`config.mk`:
```
export PLATFORM = sky130hd
export DESIGN_NAME = pipe_hazard_ctrl
export DESIGN_NICKNAME = d
export VERILOG_FILES = /design/src/rtl/pipe_hazard_ctrl.sv
export SDC_FILE = /design/constraint.sdc
export NUM_CORES = 1
export LEC_CHECK = 0
export ABC_AREA = 1
export CAP_MARGIN = 25
export CORE_ASPECT_RATIO = 1.4
export CORE_MARGIN = 8
export CORE_UTILIZATION = 41
export CTS_CLUSTER_SIZE = 16
export DETAILED_ROUTE_END_ITERATION = 8
export PLACE_DENSITY = 0.82
export SYNTH_ARGS = -nofsm -noshare
export SYNTH_HDL_FRONTEND = slang
export SYNTH_SLANG_ARGS = --single-unit
```
`constraint.sdc`:
```
create_clock -name clk_i -period 1.8 [get_ports clk_i]
set_input_delay 0.18 -clock clk_i [delete_from_list [all_inputs] [get_ports clk_i]]
set_output_delay 0.18 -clock clk_i [all_outputs]
set_load 0.01 [all_outputs]
```
`src/rtl/pipe_hazard_ctrl.sv`:
```
// Pipeline hazard controller: PC sequencing, load-use stalls, control flushes and memory freeze.
// Optional stall performance counter is built only when PIPE_HAZARD_PERF_EN is defined.
module pipe_hazard_ctrl #(
   parameter int unsigned MEM_TIMEOUT = 64,
   parameter int unsigned CNT_W       = 16
) (
   input  logic             clk_i,
   input  logic             rst_i,
   input  logic             start_i,
   input  logic [4:0]       id_rs_i,
   input  logic [4:0]       id_rt_i,
   input  logic             ex_memread_i,
   input  logic [4:0]       ex_rt_i,
   input  logic             branch_taken_i,
   input  logic             jump_i,
   input  logic             dmem_req_i,
   input  logic             dmem_ack_i,
   output logic             pc_write_o,
   output logic [1:0]       pc_sel_o,
   output logic             ifid_write_o,
   output logic             ifid_flush_o,
   output logic             idex_bubble_o,
   output logic             pipe_freeze_o,
   output logic             err_o,
   output logic [CNT_W-1:0] stall_cnt_o
);

   typedef enum logic [1:0] {
      IDLE     = 2'd0,
      RUN      = 2'd1,
      MEM_WAIT = 2'd2,
      ERR      = 2'd3
   } state_t;

   localparam logic [1:0] PC_SEQ    = 2'b00;
   localparam logic [1:0] PC_BRANCH = 2'b01;
   localparam logic [1:0] PC_JUMP   = 2'b10;
   localparam logic [7:0] TMO_LIMIT = 8'(MEM_TIMEOUT);

   state_t     state_q, state_d;
   logic [7:0] tmo_q, tmo_d;

   logic mem_stall;
   logic load_use;
   logic ctrl_hazard;

   assign mem_stall   = dmem_req_i && !dmem_ack_i;
   assign load_use    = ex_memread_i && (ex_rt_i != 5'd0) &&
                        ((ex_rt_i == id_rs_i) || (ex_rt_i == id_rt_i));
   assign ctrl_hazard = jump_i || branch_taken_i;

   // NOTE: every signal driven here gets a default first, so no path can infer a latch.
   always_comb begin
      state_d       = state_q;
      tmo_d         = tmo_q;
      pc_write_o    = 1'b0;
      pc_sel_o      = PC_SEQ;
      ifid_write_o  = 1'b0;
      ifid_flush_o  = 1'b0;
      idex_bubble_o = 1'b0;
      pipe_freeze_o = 1'b0;
      err_o         = 1'b0;

      case (state_q)
         IDLE: begin
            if (start_i) state_d = RUN;
         end
         RUN: begin
            if (mem_stall) begin
               pipe_freeze_o = 1'b1;
               state_d       = MEM_WAIT;
               tmo_d         = 8'd1;
            end else if (load_use) begin
               idex_bubble_o = 1'b1;
            end else if (ctrl_hazard) begin
               pc_write_o   = 1'b1;
               ifid_write_o = 1'b1;
               ifid_flush_o = 1'b1;
               pc_sel_o     = jump_i ? PC_JUMP : PC_BRANCH;
            end else begin
               pc_write_o   = 1'b1;
               ifid_write_o = 1'b1;
            end
            if (!start_i) state_d = IDLE;
         end
         MEM_WAIT: begin
            // The ack cycle is still frozen; the pipe moves on the cycle after.
            pipe_freeze_o = 1'b1;
            if (dmem_ack_i) begin
               state_d = RUN;
            end else if (tmo_q >= TMO_LIMIT) begin
               state_d = ERR;
            end else begin
               tmo_d = tmo_q + 8'd1;
            end
            if (!start_i) state_d = IDLE;
         end
         ERR: begin
            pipe_freeze_o = 1'b1;
            err_o         = 1'b1;
         end
         default: state_d = IDLE;
      endcase
   end

   // NOTE: sequential state uses non-blocking assignments so all registers update together.
   always_ff @(posedge clk_i or negedge rst_i) begin
      if (!rst_i) begin
         state_q <= IDLE;
         tmo_q   <= 8'd0;
      end else begin
         state_q <= state_d;
         tmo_q   <= tmo_d;
      end
   end

`ifdef PIPE_HAZARD_PERF_EN
   logic [CNT_W-1:0] stall_cnt_q;
   logic             stall_cycle;

   assign stall_cycle = ((state_q == RUN) || (state_q == MEM_WAIT)) && !pc_write_o;

   // Saturating: a stuck count is more useful to software than a wrapped one.
   always_ff @(posedge clk_i or negedge rst_i) begin
      if (!rst_i) begin
         stall_cnt_q <= '0;
      end else if (stall_cycle && (stall_cnt_q != '1)) begin
         stall_cnt_q <= stall_cnt_q + 1'b1;
      end
   end

   assign stall_cnt_o = stall_cnt_q;
`else
   assign stall_cnt_o = '0;
`endif

endmodule

```
---- Yosys cells after proc, flatten, opt, wreduce, memory -nomap -nowiden ----
Index checks and enable logic that the tools add are counted.
word-level totals
  register bits after elaboration ......... 10
  logic and storage cells ................. 57
operators by class
  add/subtract/negate cells ............... 1
  order comparisons ....................... 1
  eq/ne operators ......................... 11
  mux-type cells .......................... 29
  reduce and logical (&&, ||, !) cells .... 13
operators with widths
  operator             count
  $mux 8               3
  $mux 2               11
  $pmux 8 s2           1
  $mux 1               12
  $eq 5x5->1           2
  $add 8x1->8 const B  1
  $ge 8x7->1 const B   1
  $ne 2x2->1 const B   4
  $reduce_and 4->1     2
  $pmux 2 s3           1
  $reduce_bool 5->1    1
  $eq 2x2->1 const B   2
  $ne 4x4->1 const B   1
  $logic_and 1x1->1    3
  $ne 3x3->1 const B   1
  $reduce_bool 3->1    1
  $eq 2x1->1 const B   1
  $logic_not 2->1      1
  $logic_or 1x1->1     2
  $pmux 1 s2           1
  $reduce_bool 2->1    1
  $reduce_or 2->1      1
  $logic_not 1->1      1

---- Depth between registers and ports, before layout ----
  word-level depth ........................ 6
  gate-level depth with buffers ........... 10

---- Worst setup path after synthesis ----
No wires, ideal clock.
  path kind ............................... register -> register
  start point ............................. register state_q[0]
  end point ............................... register tmo_q[0]
  library setup time ...................... 0.125 ns
  data arrival time ....................... 1.319 ns
  data required time ...................... 1.675 ns
  path slack .............................. 0.356 ns
  cell stages (with the launch flop) ...... 10
  buffers on the path ..................... 1
  period minus slack after synthesis ...... 1.444 ns
  path through ............................ dfrtp_1 > inv_1 > ha_1 > clkbuf_8 > inv_2 > nand2_1 > nand2_1 > nand2_4 > o21ai_0 > o21ai_1
on the way
  cells in the longest elaborated chain, start to end .. 3
  elaborated cells between the ends (all ways) .. 8
ends and longest elaborated chain
  what                                                              RTL line  RTL
  start: declaration                                                40        state_t state_q, state_d;
  start signal: assignment                                          112       state_q <= state_d;
  $eq 2x2->1 or $eq 2x1->1 (tied branches)                          64        case (state_q)
  $ne 2x2->1 (no source line) or $reduce_bool 2->1 (tied branches)  n/a
  $reduce_and 4->1 (no source line)                                 n/a
  end signal: assignment                                            113       tmo_q <= tmo_d;
  end: declaration                                                  41        logic [7:0] tmo_q, tmo_d;
Parallel ways exist; a longest one is shown, timed or not.
A chain may end at the register's enable or synchronous reset.

---- Worst setup path after layout ----
  start point ............................. register state_q[1]
  end point ............................... output port ifid_flush_o
on the way
  cells in the longest elaborated chain, start to end .. 2
ends and longest elaborated chain
  what              RTL line  RTL
  $eq 2x1->1        64
  $mux 1            64
  end: declaration  21        output logic ifid_flush_o,
No other way between the ends.

==> flow_summary.yaml <==
min_path:
  min_path_type: "primary input to asynchronous set/reset pin"
floorplan:
  floorplan.rows: 21
  floorplan.die_area_sq_um: 4370
  design.core.area_sq_um: 2390
  floorplan.die.width_microns: 58.2
  initial_util_pct: 42.8
  die_h_microns: 75.1
  ios: 47
route:
  via_per_inst: 4.38
  first_iter_violations: 35
  route.detailed.wl_per_inst_microns: 10.1
  total_iterations_of_the_first_detailed_routing_run: 4
  routed-via-count: 1015
  detail_route.wirelength_microns: 2350
  antenna_left: 0
  drt_drc_violations_left: 0
logic_synthesis:
  synth-seq-cells: 10
  synth_warnings: 0
  syn_area_sq_um: 1020
  post_synth_num_cell_types: 23
  syn-mean-instance-area_sq_um: 6.36
  synth-seq-area-share_pct: 24.4
  synth_cells: 161
grt:
  global_route.overflow_total: 0
  grt_pass1_wl_microns: 3730
  maximum_number_of_pins_on_one_net_before_global_route_repair: 11
  initial_antenna_violation_count: 0
  groute.usage.overall_pct: 10.9
  first_global_vias: 968
clock_network:
  cts_inserted_buffers: 3
  cts_htree_levels: 1
  cts.sinks: 10
  cts_clk_pin_slew_worst_paths_ps: 70
  cts.path.max_buffers: 2
  clock_tree.root_cell: "clkbuf_4"
  cts_hold_buffers: 0
  clock_tree_from_tritoncts: "yes"
  clock_latency_ps: 270
setup_path:
  path_class: "flop to output pin"
  cp-start-kind: "flop"
  critical_path_peak_fanout: 4
  critical_path_required_time_ps: 1620
  crit_path_end_kind: "output pin"
  cp_data_arrival_time_ps: 1520
timing:
  rsz0062_at_grt: "no"
  timing.final.setup_violations: 0
  sum_of_negative_setup_slack_ps: 0
  finalHoldViolCount: 0
  fmaxAchievable_mhz: 588
  clock_skew_ps: 0.668
  finalCritPeriodShare_pct: 94.6
  final.min_clock_period_ps: 1700
  final_max_slew_viol_count: 0
power:
  leakagePower_nw: 0.764
  power.density_nw_per_um2: 904
  finalPower_mw: 1.25
  vdd_ir_drop_max_mv: 0.643
place:
  buffer_ports.inserted: 30
  place.gp.congestion: 0.760
  place_hpwl_microns: 1980
finish:
  final_common_cell: "nand2_1"
  synthToLayoutAreaGrowth_pct: 35.1
  final_layout_size_suffix_gt1_share_pct: 10.6
  final_cell_mix: "nand2_1, inv_1, nor2_1"
  antenna-diode-count: 0
  finalNetCount: 227
flow_run:
  drv.max_cap_violation_count: 0
status:
  status: "complete, no violations"
## sequential cells by signal, indices dropped and copies added (netlist names)
| signal | flops |
|---|---|
| tmo_q | 8 |
| state_q | 2 |
## cells in the mapped netlist
cell type | n | area [sq um]
clkinv_4 | 1 | 8.76
nand3_1 | 8 | 40.0
inv_1 | 27 | 101
buf_4 | 17 | 128
o21bai_1 | 1 | 7.51
nand4_1 | 3 | 18.8
nand2_2 | 1 | 6.26
inv_2 | 1 | 3.75
dfrtp_1 | 10 | 250
a21oi_1 | 3 | 15.0
a21oi_2 | 1 | 8.76
xnor2_1 | 2 | 17.5
o21ai_0 | 12 | 60.1
o21ai_1 | 1 | 5.00
clkbuf_8 | 1 | 13.8
nand2_4 | 1 | 11.3
xor2_1 | 1 | 8.76
ha_1 | 5 | 62.6
nand2_1 | 43 | 161
nor2_1 | 18 | 67.6
nor2_2 | 2 | 12.5
conb_1 | 1 | 3.75
a21boi_2 | 1 | 11.3
## metal layers
layer	routed length [microns]	vias up	share of wire, %	track usage [%]
met3	168	5	7.2	2.22
met4	44	0	1.9	6.28
li1	-	540	-	-
met1	1000	433	43	10.4
met2	1130	37	48	20.9
met5	0	-	0	0
## cell families (layout without fill, tap and decap cells)
| family | Yosys count | in the layout | share of synthesized area [%] |
|---|---|---|---|
| buffers and inverters | 47 | 69 | 24.9 |
| AND/OR/NAND/NOR | 76 | 76 | 31.1 |
| adder cells (fa/ha/maj) | 5 | 5 | 6.11 |
| flip-flops | 10 | 10 | 24.4 |
| AO/OA/AOI/OAI | 19 | 19 | 10.5 |
| XOR/XNOR | 3 | 3 | 2.57 |
| other | 1 | 16 | 0.366 |
## timing repair
item,CTS,global route
setup endpoints to repair,7,7
gates cloned,0,0
pin swaps,0,1
resized for setup,9,14
endpoints found under the hold margin,0,0
setup buffers,0,0
## cell type report
class                           count  area, sq um
Inverter                           29          114
Clock buffer                        4         36.3
Multi-Input combinational cell    119          584
Fill cell                         233         1010
Tap cell                           34         42.5
Sequential cell                    10          250
Timing Repair Buffer               36          355
## worst max-delay path, stage by stage, from the launching register on
cell	delay, ps
dfrtp_1	380
inv_1	80
ha_1	160
inv_1	70
nor2_4	130
nand2_2	80
nor2_1	70
dlygate4sd2_1	270
## stage by stage
| step | utilization (%) | instances | setup slack, ps | instance area (sq um) | hold slack, ps |
|---|---|---|---|---|---|
| 3_3_place_gp | 55.5 | 228 | -204 | 1330 | 489 |
| 5_1_grt | 57.8 | 232 | 0.723 | 1380 | 263 |
| 4_1_cts | 56.7 | 232 | 15.0 | 1360 | 236 |
| 3_5_place_dp | 55.5 | 228 | -218 | 1330 | 497 |
| 2_1_floorplan | - | 176 | 356 | 1080 | -116 |
| 6_report | 57.8 | 232 | 98.0 | 1380 | 223 |
## power breakdown
part / internal [mW] / switching, mW
clock: 0.123 / 0.0870
combinational: 0.315 / 0.418
sequential: 0.270 / 0.0379
## path summary, 6_finish.rpt
| kind | start | endpoint | slack (ps) | cells past startpoint |
|---|---|---|---|---|
| worst max-delay path | state_q[1] | ifid_flush_o | 100 | 7 |
| worst min-delay path | rst_i | tmo_q[4] | 220 | 1 |
| worst max register to register | state_q[1] | tmo_q[6] | 200 | 10 |
| max in group asynchronous | rst_i | state_q[1] | 1260 | 1 |
| min in group clk_i | tmo_q[7] | tmo_q[7] | 510 | 2 |
| worst min register to register | tmo_q[7] | tmo_q[7] | 510 | 2 |
(Power assumes the default switching activity.)
